File: config.mk
export PLATFORM = sky130hd
export DESIGN_NAME = serial_add_sequencer
export DESIGN_NICKNAME = d
export VERILOG_FILES = /design/src/rtl/serial_add_sequencer.sv
export SDC_FILE = /design/constraint.sdc
export NUM_CORES = 1
export LEC_CHECK = 0
export CAP_MARGIN = 20
export CORE_MARGIN = 3
export CORE_UTILIZATION = 35
export CTS_CLUSTER_DIAMETER = 200
export CTS_CLUSTER_SIZE = 16
export DETAILED_ROUTE_END_ITERATION = 6
export PLACE_DENSITY = 0.6
export SLEW_MARGIN = 15
export SYNTH_ARGS = -nofsm -noshare
export SYNTH_HDL_FRONTEND = slang
export SYNTH_SLANG_ARGS = --single-unit
File: constraint.sdc
create_clock -name input_clk -period 1.6 [get_ports input_clk]
set_input_delay 0.32 -clock input_clk [delete_from_list [all_inputs] [get_ports input_clk]]
set_output_delay 0.32 -clock input_clk [all_outputs]
set_load 0.02 [all_outputs]
File: src/rtl/serial_add_sequencer.sv
// Multi-cycle WIDTH-bit adder controller that time-shares one external 2-bit
// ripple carry slice, feeding one operand slice per cycle LSB-first.
module serial_add_sequencer #(
    parameter int WIDTH = 8
) (
    input  logic             input_clk,
    input  logic             input_reset,
    input  logic             input_start,
    input  logic [WIDTH-1:0] input_A,
    input  logic [WIDTH-1:0] input_B,
    input  logic             input_Cin,
    output logic             output_busy,
    output logic             output_done,
    output logic [WIDTH-1:0] output_sum,
    output logic             output_cout,
    output logic             output_A1,
    output logic             output_A0,
    output logic             output_B1,
    output logic             output_B0,
    output logic             output_C0,
    input  logic             input_S1,
    input  logic             input_S0,
    input  logic             input_C2
);

    localparam int SLICES = WIDTH / 2;
    localparam int CW     = $clog2(SLICES + 1);
    localparam logic [CW-1:0] SLICES_C = CW'(SLICES);

    typedef enum logic [1:0] {IDLE, ADD, DONE} state_t;

    state_t           state_reg, state_next;
    logic [WIDTH-1:0] a_shift_reg, a_shift_next;
    logic [WIDTH-1:0] b_shift_reg, b_shift_next;
    logic [WIDTH-1:0] sum_shift_reg, sum_shift_next;
    logic [WIDTH-1:0] sum_reg, sum_next;
    logic             cout_reg, cout_next;
    logic             carry_reg, carry_next;
    logic [CW-1:0]    cnt_reg, cnt_next;
    logic [WIDTH-1:0] sum_ins;

    // Current adder slice enters at the top; after SLICES shifts the LSB slice
    // has walked down to bits [1:0].
    assign sum_ins = (sum_shift_reg >> 2) | (WIDTH'({input_S1, input_S0}) << (WIDTH - 2));

    always_ff @(posedge input_clk or posedge input_reset) begin
        if (input_reset) begin
            state_reg     <= IDLE;
            a_shift_reg   <= '0;
            b_shift_reg   <= '0;
            sum_shift_reg <= '0;
            sum_reg       <= '0;
            cout_reg      <= 1'b0;
            carry_reg     <= 1'b0;
            cnt_reg       <= '0;
        end else begin
            state_reg     <= state_next;
            a_shift_reg   <= a_shift_next;
            b_shift_reg   <= b_shift_next;
            sum_shift_reg <= sum_shift_next;
            sum_reg       <= sum_next;
            cout_reg      <= cout_next;
            carry_reg     <= carry_next;
            cnt_reg       <= cnt_next;
        end
    end

    always_comb begin
        state_next     = state_reg;
        a_shift_next   = a_shift_reg;
        b_shift_next   = b_shift_reg;
        sum_shift_next = sum_shift_reg;
        sum_next       = sum_reg;
        cout_next      = cout_reg;
        carry_next     = carry_reg;
        cnt_next       = cnt_reg;
        output_A1      = 1'b0;
        output_A0      = 1'b0;
        output_B1      = 1'b0;
        output_B0      = 1'b0;
        output_C0      = 1'b0;

        case (state_reg)
            IDLE, DONE: begin
                state_next = IDLE;
                if (input_start) begin
                    a_shift_next = input_A;
                    b_shift_next = input_B;
                    carry_next   = input_Cin;
                    cnt_next     = SLICES_C;
                    state_next   = ADD;
                end
            end
            ADD: begin
                output_A1      = a_shift_reg[1];
                output_A0      = a_shift_reg[0];
                output_B1      = b_shift_reg[1];
                output_B0      = b_shift_reg[0];
                output_C0      = carry_reg;
                sum_shift_next = sum_ins;
                carry_next     = input_C2;
                a_shift_next   = a_shift_reg >> 2;
                b_shift_next   = b_shift_reg >> 2;
                cnt_next       = cnt_reg - CW'(1);
                if (cnt_reg == CW'(1)) begin
                    sum_next   = sum_ins;
                    cout_next  = input_C2;
                    state_next = DONE;
                end
            end
            default: state_next = IDLE;
        endcase
    end

    assign output_busy = (state_reg == ADD);
    assign output_done = (state_reg == DONE);
    assign output_sum  = sum_reg;
    assign output_cout = cout_reg;

endmodule

# [Word-level counts from Yosys, hierarchy flattened]
# Index checks and enable logic that the tools add are counted.
[totals] in_bits=23 register_bits=39 elab_cells=36 output_inout_bits=16
[op_classes] bitwise_logic=1 eq_ne=5 n_mux=16 addsub=1 reduce_logical=5
[op_table] operator="8-bit one-hot mux with 2 select lines" n=2
[op_table] operator="8-bit two-way mux" n=2
[op_table] operator="6-bit by 8-bit OR with 8-bit output" n=1
[op_table] operator="1-bit two-way mux" n=7
[op_table] operator="3-bit one-hot mux with 2 select lines" n=1
[op_table] operator="2-bit one-hot mux with 2 select lines" n=1
[op_table] operator="2-bit AND reduction" n=2
[op_table] operator="3-bit by 1-bit equality test with 1-bit output, second input constant" n=1
[op_table] operator="3-bit two-way mux" n=1
[op_table] operator="3-bit by 1-bit subtractor with 3-bit output, second input constant" n=1
[op_table] operator="2-bit by 1-bit equality test with 1-bit output, second input constant" n=1
[op_table] operator="2-bit equality test, second input constant" n=1
[op_table] operator="2-bit logical NOT" n=1
[op_table] operator="2-bit two-way mux" n=1
[op_table] operator="2-bit by 1-bit != test with 1-bit output, second input constant" n=1
[op_table] operator="2-bit != test, second input constant" n=1
[op_table] operator="1-bit one-hot mux with 2 select lines" n=1
[op_table] operator="2-bit nonzero test" n=1
[op_table] operator="2-bit OR reduction" n=1

# [Longest topological paths before layout]
# Gate-level depths: netlist of the first run.
[logic_depth] depth_word=4 mapped_depth=6 mapped_depth_nobuf=5

# [Least setup slack after synthesis of the first run]
# OpenSTA, ideal clock, no wires.
[synth_path] path_type="input port to flip-flop" start="input port state_reg[1]" end="register cout_reg, in the netlist output_cout" stages=6 setup_slack_ps=172 n_path_buf=1 t_arrival_ps=1303 setup_time_ps=125 required_time_ps=1475 path_cell_list="dfrtp_1 nand2b_4 inv_2 and2_4 buf_6 mux2_4"
[synth_between] elab_chain_cells=2
[synth_rtl] element="start, declared" line="32" rtl="state_t state_reg, state_next;"
[synth_rtl] element="2-bit by 1-bit equality test with 1-bit output"
[synth_rtl] element="net output_busy" line="12" rtl="output logic output_busy,"
[synth_rtl] element="2-bit AND reduction (no line)"
[synth_rtl] element="end signal, assigned" line="62" rtl="cout_reg <= cout_next;"
[synth_rtl] element="end, declared" line="37" rtl="logic cout_reg, cout_next;"
# The timed path passes the listed nets, and every way through them passes these cells.
# A chain may end at the register's enable or synchronous reset.

# [Worst setup path after layout of the first run]
[layout_path] start="input port cnt_reg[1]" end="register sum_reg[3], in the netlist output_sum[3]"
[layout_between] elab_chain_cells=2
[layout_rtl] element="start, declared" line="39" rtl="logic [CW-1:0] cnt_reg, cnt_next;"
[layout_rtl] element="3-bit by 1-bit equality test with 1-bit output" line="105" rtl="if (cnt_reg == CW'(1)) begin"
[layout_rtl] element="2-bit AND reduction (no line)"
[layout_rtl] element="end signal, assigned" line="61" rtl="sum_reg <= sum_next;"
[layout_rtl] element="end, declared" line="36" rtl="logic [WIDTH-1:0] sum_reg, sum_next;"
# Every way passes these cells.

==> results.toml, run 1 <==
[power]
switching_share_pct = 37.3
clkPwrFrac_pct = 15.0
p_per_area_mw_per_mm2 = 1920
p_seq_share_pct = 37.4
switchingPower_mw = 1.62
combPwrFrac_pct = 47.6
p_int_mw = 2.73
p_leak_nw = 1.14
irDropWorstVdd_mv = 0.669

[detailed_routing]
wl_per_cell_um = 13.7
finalWirelength_mm = 3.51
firstDrtPassIters = 2
vias = 1258
drtIter0Drc = 32
maxUsedRoutingLayer = "met4"
drcViolationCount = 0
wl_met2_mm = 1.68
routed_via_density = 4.91
wl_met1_mm = 1.57
ant_nets = 0
wl_met3_um = 218

[global_route]
grt_pass1_wl_mm = 5.71
first_global_vias = 1227
track_usage_pct = 13.6
grt_overflow = 0
grt_max_degree = 38
antenna_found_initial = 0

[worst_setup_path]
critPathKind = "register to register"
r2r-start = "cnt_reg[1]"
path_cells = "inv_1 -> ha_1 -> nor2b_2 -> and2_2 -> mux2_4"
r2r_end = "output_sum[3]"
critPathLaunch = "cnt_reg[1]"
crit_end = "output_sum[3]"
crit_fanout = 5
crit_arrival_ps = 1720
start_kind = "register"
cp-end-kind = "register"
critPathMaxStageDelay_ps = 400
critPathSlowestCell = "dfrtp_1"
ff2ff_path_depth = 5
required_ps = 1770
worst-r2r-setup-slack_ps = 60

[sta]
tightest_slew_ps = 409
worst_slack_ps = 56.4
layout_worst_path_cycle_share_pct = 96.5
holdWs_ps = 381
slew_headroom_pct = 72.7
finalHoldViolCount = 0
drv_slew = 0
setup_viol = 0
fmax_ghz = 0.648
finClkSkew_ps = 5.48
fin_crit_ps = 1540

[logic_synthesis]
netlist_instances = 154
synthSimpleGateAreaFrac_pct = 11.4
synthXorXnorAreaFrac_pct = 0
ys_seq_area_share_pct = 55.4
synthMuxAreaShare_pct = 12.9
ys_seq_elements = 37
syn_nets = 179
ys_top_cells_by_area = "dfrtp_1, mux2_4, nand2_1"
syn_area_mm2 = 0.00167
synth_top_family_by_area = "multiplexers"
ys_warn_count = 0
synth_fa_ha_area_share_pct = 1.50
synth_top_area_share_pct = 55.4
ys_types = 25
synth_compound_area_share_pct = 12.8
synth_area_leader_cell = "dfrtp_1"
syn_avg_cell_area_um2 = 10.9

[clock_tree]
clk_pin_slew_ps = 70
clockBufferDepth = 2
htreeDepth = 2
clk_latency_ps = 290
cts-hold-fix-buffers = 0
root_buffer = "clkbuf_8"
cts_buffers = 5
cts_tree = "done"
cts.sinks = 37

[place]
dp_hpwl_mm = 2.50
portBuffers = 38
gp_congestion = 0.766
post-place-ws_ps = -12.5

[floorplanning]
die_height_um = 75.1
core-area_mm2 = 0.00447
rows = 24
die-area_mm2 = 0.00564
ios = 39
start_util_pct = 37.4
fp.dieW_um = 75.1

[cells_and_area]
num_antenna_cells = 0
area_growth_pct = 35.8
nets = 229
drive_gt1_share_pct = 20.1

[worst_hold_path]
min_path_type = "input pin to asynchronous set/reset pin"

[job]
drv_cap = 0

[outcome]
outcome = "completed"
[cells by family (layout without fill, tap and decap cells)]
family / Yosys count / after routing
buf+inv: 23 / 72
fa+ha+maj: 2 / 2
compound gates: 36 / 36
flops: 37 / 37
simple gates: 39 / 40
mux: 17 / 17
[critical path: cells and delay by family (launching register included)]
kind | cells | cell delay, ps
muxes | 1 | 320
adders and majority gates | 1 | 140
and+or+nand+nor | 2 | 480
DFF | 1 | 400
buffers and inverters | 1 | 90
[metal layers]
layer	vias up	GRT usage, %
met2	33	21.8
li1	616	-
met5	-	0
met3	7	5.61
met4	0	4.15
met1	602	16.8
[synthesized netlist by cell type (all sizes together)]
master,count
a211oi,4
a21o,1
a21oi,14
a22o,2
and2,1
buf,6
clkbuf,3
dfrtp,37
ha,2
inv,14
mux2,10
mux2i,7
nand2,19
nand2b,3
nand3,3
nand4b,1
nor2,6
nor2b,6
o21a,1
o21ai,5
o22ai,9
[per-stage QoR]
step                instance area [um2]  power [mW]  cells  setup TNS [ps]  utilization, %
CTS                                2260        4.47    254               0            50.5
global route                       2270        4.71    256           -2.29            50.7
floorplan                          1670        2.99    154               0               -
detailed placement                 2170        3.85    247           -12.5            48.5
global placement                   2170        3.77    247           -15.2            48.5
finish                             2270        4.35    256               0            50.7
[area by class of cell]
class,instances,area (um2)
repair buffers,51,484
fillers,420,2200
flip-flops and latches,37,926
multi-input cells,95,656
well taps,52,65.1
clock buffers,7,86.3
inverters,14,52.6
[placed cells by master (no fill, tap or decap)]
| master | Yosys | final |
|---|---|---|
| buf_12 | 0 | 1 |
| mux2_2 | 1 | 1 |
| dfrtp_1 | 37 | 37 |
| clkbuf_2 | 0 | 1 |
| dlymetal6s2s_1 | 0 | 9 |
| o21a_1 | 1 | 1 |
| nand2b_4 | 1 | 1 |
| mux2i_1 | 7 | 7 |
| mux2_4 | 9 | 9 |
| clkbuf_1 | 3 | 1 |
| buf_2 | 5 | 5 |
| nor2b_2 | 0 | 1 |
| clkbuf_8 | 0 | 6 |
| a21oi_1 | 14 | 14 |
| inv_1 | 13 | 13 |
| a22o_1 | 2 | 2 |
| nor2_1 | 6 | 6 |
| nand2_1 | 19 | 19 |
| a211oi_1 | 4 | 4 |
| clkdlybuf4s15_2 | 0 | 1 |
| inv_2 | 1 | 1 |
| nand4b_1 | 1 | 1 |
| ha_1 | 2 | 2 |
| a21o_1 | 1 | 1 |
| and2_4 | 1 | 1 |
| and2_2 | 0 | 1 |
| buf_4 | 0 | 12 |
| clkdlybuf4s50_1 | 0 | 22 |
| nor2b_1 | 6 | 5 |
| o22ai_1 | 9 | 9 |
| o21ai_0 | 5 | 5 |
| nand2b_1 | 2 | 2 |
| nand3_1 | 3 | 3 |
[worst min path at each step]
stage | startpoint | cells after the start | endpoint | slack, ps
2_1_floorplan | input_S0 | 2 | sum_shift_reg[6] | 430
4_1_cts | input_reset | 3 | b_shift_reg[1] | 390
3_3_place_gp | sum_shift_reg[3] | 2 | sum_shift_reg[3] | 470
5_1_grt | input_reset | 3 | output_sum[1] | 410
6_report | input_reset | 3 | output_sum[1] | 380
3_5_place_dp | sum_shift_reg[3] | 2 | sum_shift_reg[3] | 470
[power by group through the flow]
stage	combinational, mW	clock [mW]	sequential (mW)
final	2.07	0.653	1.63
after global routing	2.30	0.723	1.69
after CTS	2.15	0.675	1.64
after detailed placement	2.19	0	1.65
after global placement	2.14	0	1.64
after floorplan	1.25	0	1.74
[timing repair]
item,in CTS,in global routing
gates cloned,0,1
pin swaps,0,1
buffers inserted,0,1
setup endpoints to repair,7,23
gates resized for setup,21,15
Power figures use the tool's default switching activity.
==> inputs of run 2 (changes only) <==
--- a/config.mk
+++ b/config.mk
@@ -12,6 +12,7 @@
 export CTS_CLUSTER_SIZE = 16
 export DETAILED_ROUTE_END_ITERATION = 6
 export PLACE_DENSITY = 0.6
+export REMOVE_ABC_BUFFERS = 1
 export SLEW_MARGIN = 15
 export SYNTH_ARGS = -nofsm -noshare
 export SYNTH_HDL_FRONTEND = slang
==> results.toml, run 2 (synthesized netlist as in run 1, its figures left out) <==
[power]
irDropWorstVdd_mv = 0.642
p_per_area_mw_per_mm2 = 2000
p_leak_nw = 1.13

[sta]
fmax_ghz = 0.639
tightest_slew_ps = 231
fin_crit_ps = 1560
slew_headroom_pct = 84.6
drv_slew = 0
layout_worst_path_cycle_share_pct = 97.7
worst_slack_ps = 36.2
finalHoldViolCount = 0
setup_viol = 0
finClkSkew_ps = 4.45

[place]
gp_congestion = 0.724
portBuffers = 38
dp_hpwl_mm = 2.55
post-place-ws_ps = -13.2

[clock_tree]
clk_pin_slew_ps = 70
cts_buffers = 5
clockBufferDepth = 2
cts-hold-fix-buffers = 0
htreeDepth = 2
root_buffer = "clkbuf_8"
clk_latency_ps = 290
cts.sinks = 37
cts_tree = "done"

[job]
drv_cap = 0

[cells_and_area]
area_growth_pct = 36.5
nFillCells = 423
mostFrequentLayoutCells = "dfrtp_1, clkdlybuf4s50_1, nand2_1"
drive_gt1_share_pct = 20.0
num_antenna_cells = 0
layout_commonest_cell = "dfrtp_1"
nets = 229
utilization_pct = 51.0

[global_route]
grt_pass1_wl_mm = 6.04
grt_overflow = 0
track_usage_pct = 14.1
grt_max_degree = 38
first_global_vias = 1306
antenna_found_initial = 0

[worst_setup_path]
crit_arrival_ps = 1240
start_kind = "register"
path_depth = 1
critPathSlowestCell = "clkdlybuf4s50_1"
crit_fanout = 2
ff2ff_path_depth = 5
r2r-start = "cnt_reg[1]"
critPathLaunch = "output_sum[6]"
critPathMaxStageDelay_ps = 610
required_ps = 1280
critPathKind = "register to output pin"
r2r_end = "output_cout"
path_cells = "clkdlybuf4s50_1"
path_buf_inv = 1
crit_end = "output_sum[6]"
worst-r2r-setup-slack_ps = 100
cp-end-kind = "output pin"
critPathTopFamily = "buffers and inverters"

[detailed_routing]
firstDrtPassIters = 4
wl_per_cell_um = 14.1
vias = 1260
ant_nets = 0
finalWirelength_mm = 3.62
drtIter0Drc = 94
routed_via_density = 4.90
drcViolationCount = 0

[outcome]
outcome = "completed"

[floorplanning]
core-area_mm2 = 0.00447
start_util_pct = 37.4
rows = 24
fp.dieW_um = 75.1
die_height_um = 75.1
die-area_mm2 = 0.00564
ios = 39

[worst_hold_path]
min_path_type = "input pin to asynchronous set/reset pin"
==> run 2: layout make-up <==
type / instances / area, um2 / area share (%)
clock buffers: 7 / 86.3 / 3.78
clock inverters: 1 / 30.0 / 1.32
repair buffers: 52 / 477 / 20.9
inverters: 14 / 52.6 / 2.30
well taps: 52 / 65.1 / 2.85
flip-flops and latches: 37 / 926 / 40.6
multi-input cells: 94 / 646 / 28.3
==> run 2: how the worst min path moves through the flow <==
stage                                start                to  slack (ps)  depth (start not counted)
after floorplan                   input_S0  sum_shift_reg[6]         430                          2
after global routing           input_reset     output_sum[3]         420                          3
after detailed placement  sum_shift_reg[2]  sum_shift_reg[2]         480                          2
after CTS                      input_reset     output_sum[3]         390                          3
final                          input_reset     output_sum[3]         390                          3
after global placement    sum_shift_reg[2]  sum_shift_reg[2]         460                          2
==> run 2: where the power goes <==
| part | total, mW | internal, mW | leakage [nW] | switching (mW) |
|---|---|---|---|---|
| clock network | 0.828 | 0.508 | 0.0585 | 0.320 |
| registers | 1.63 | 1.38 | 0.447 | 0.254 |
| logic | 2.11 | 1.03 | 0.625 | 1.07 |
| total | 4.56 | 2.92 | 1.13 | 1.65 |
==> run 2: what timing repair did <==
| action | CTS | global route |
|---|---|---|
| resized for setup | 21 | 13 |
| buffers inserted | 0 | 1 |
| endpoints found under the setup margin | 8 | 15 |
==> run 2: per-layer routing <==
metal,vias up,wire [um],track usage (%)
met5,-,0,0
met4,0,53,4.15
met3,5,145,4.14
met2,24,1780,23.2
met1,615,1640,18.0
li1,616,-,-
==> run 2: metrics by stage <==
step	total power, mW	hold WS [ps]	TNS (ps)	cell area, um2	std cells
final	4.56	387	0	2280	257
after global placement	3.80	465	0	2180	248
after global routing	4.93	421	-1.45	2280	257
after floorplan	2.92	425	-1390	1620	145
after detailed placement	3.88	478	-24.4	2180	248
after CTS	4.69	386	0	2300	256
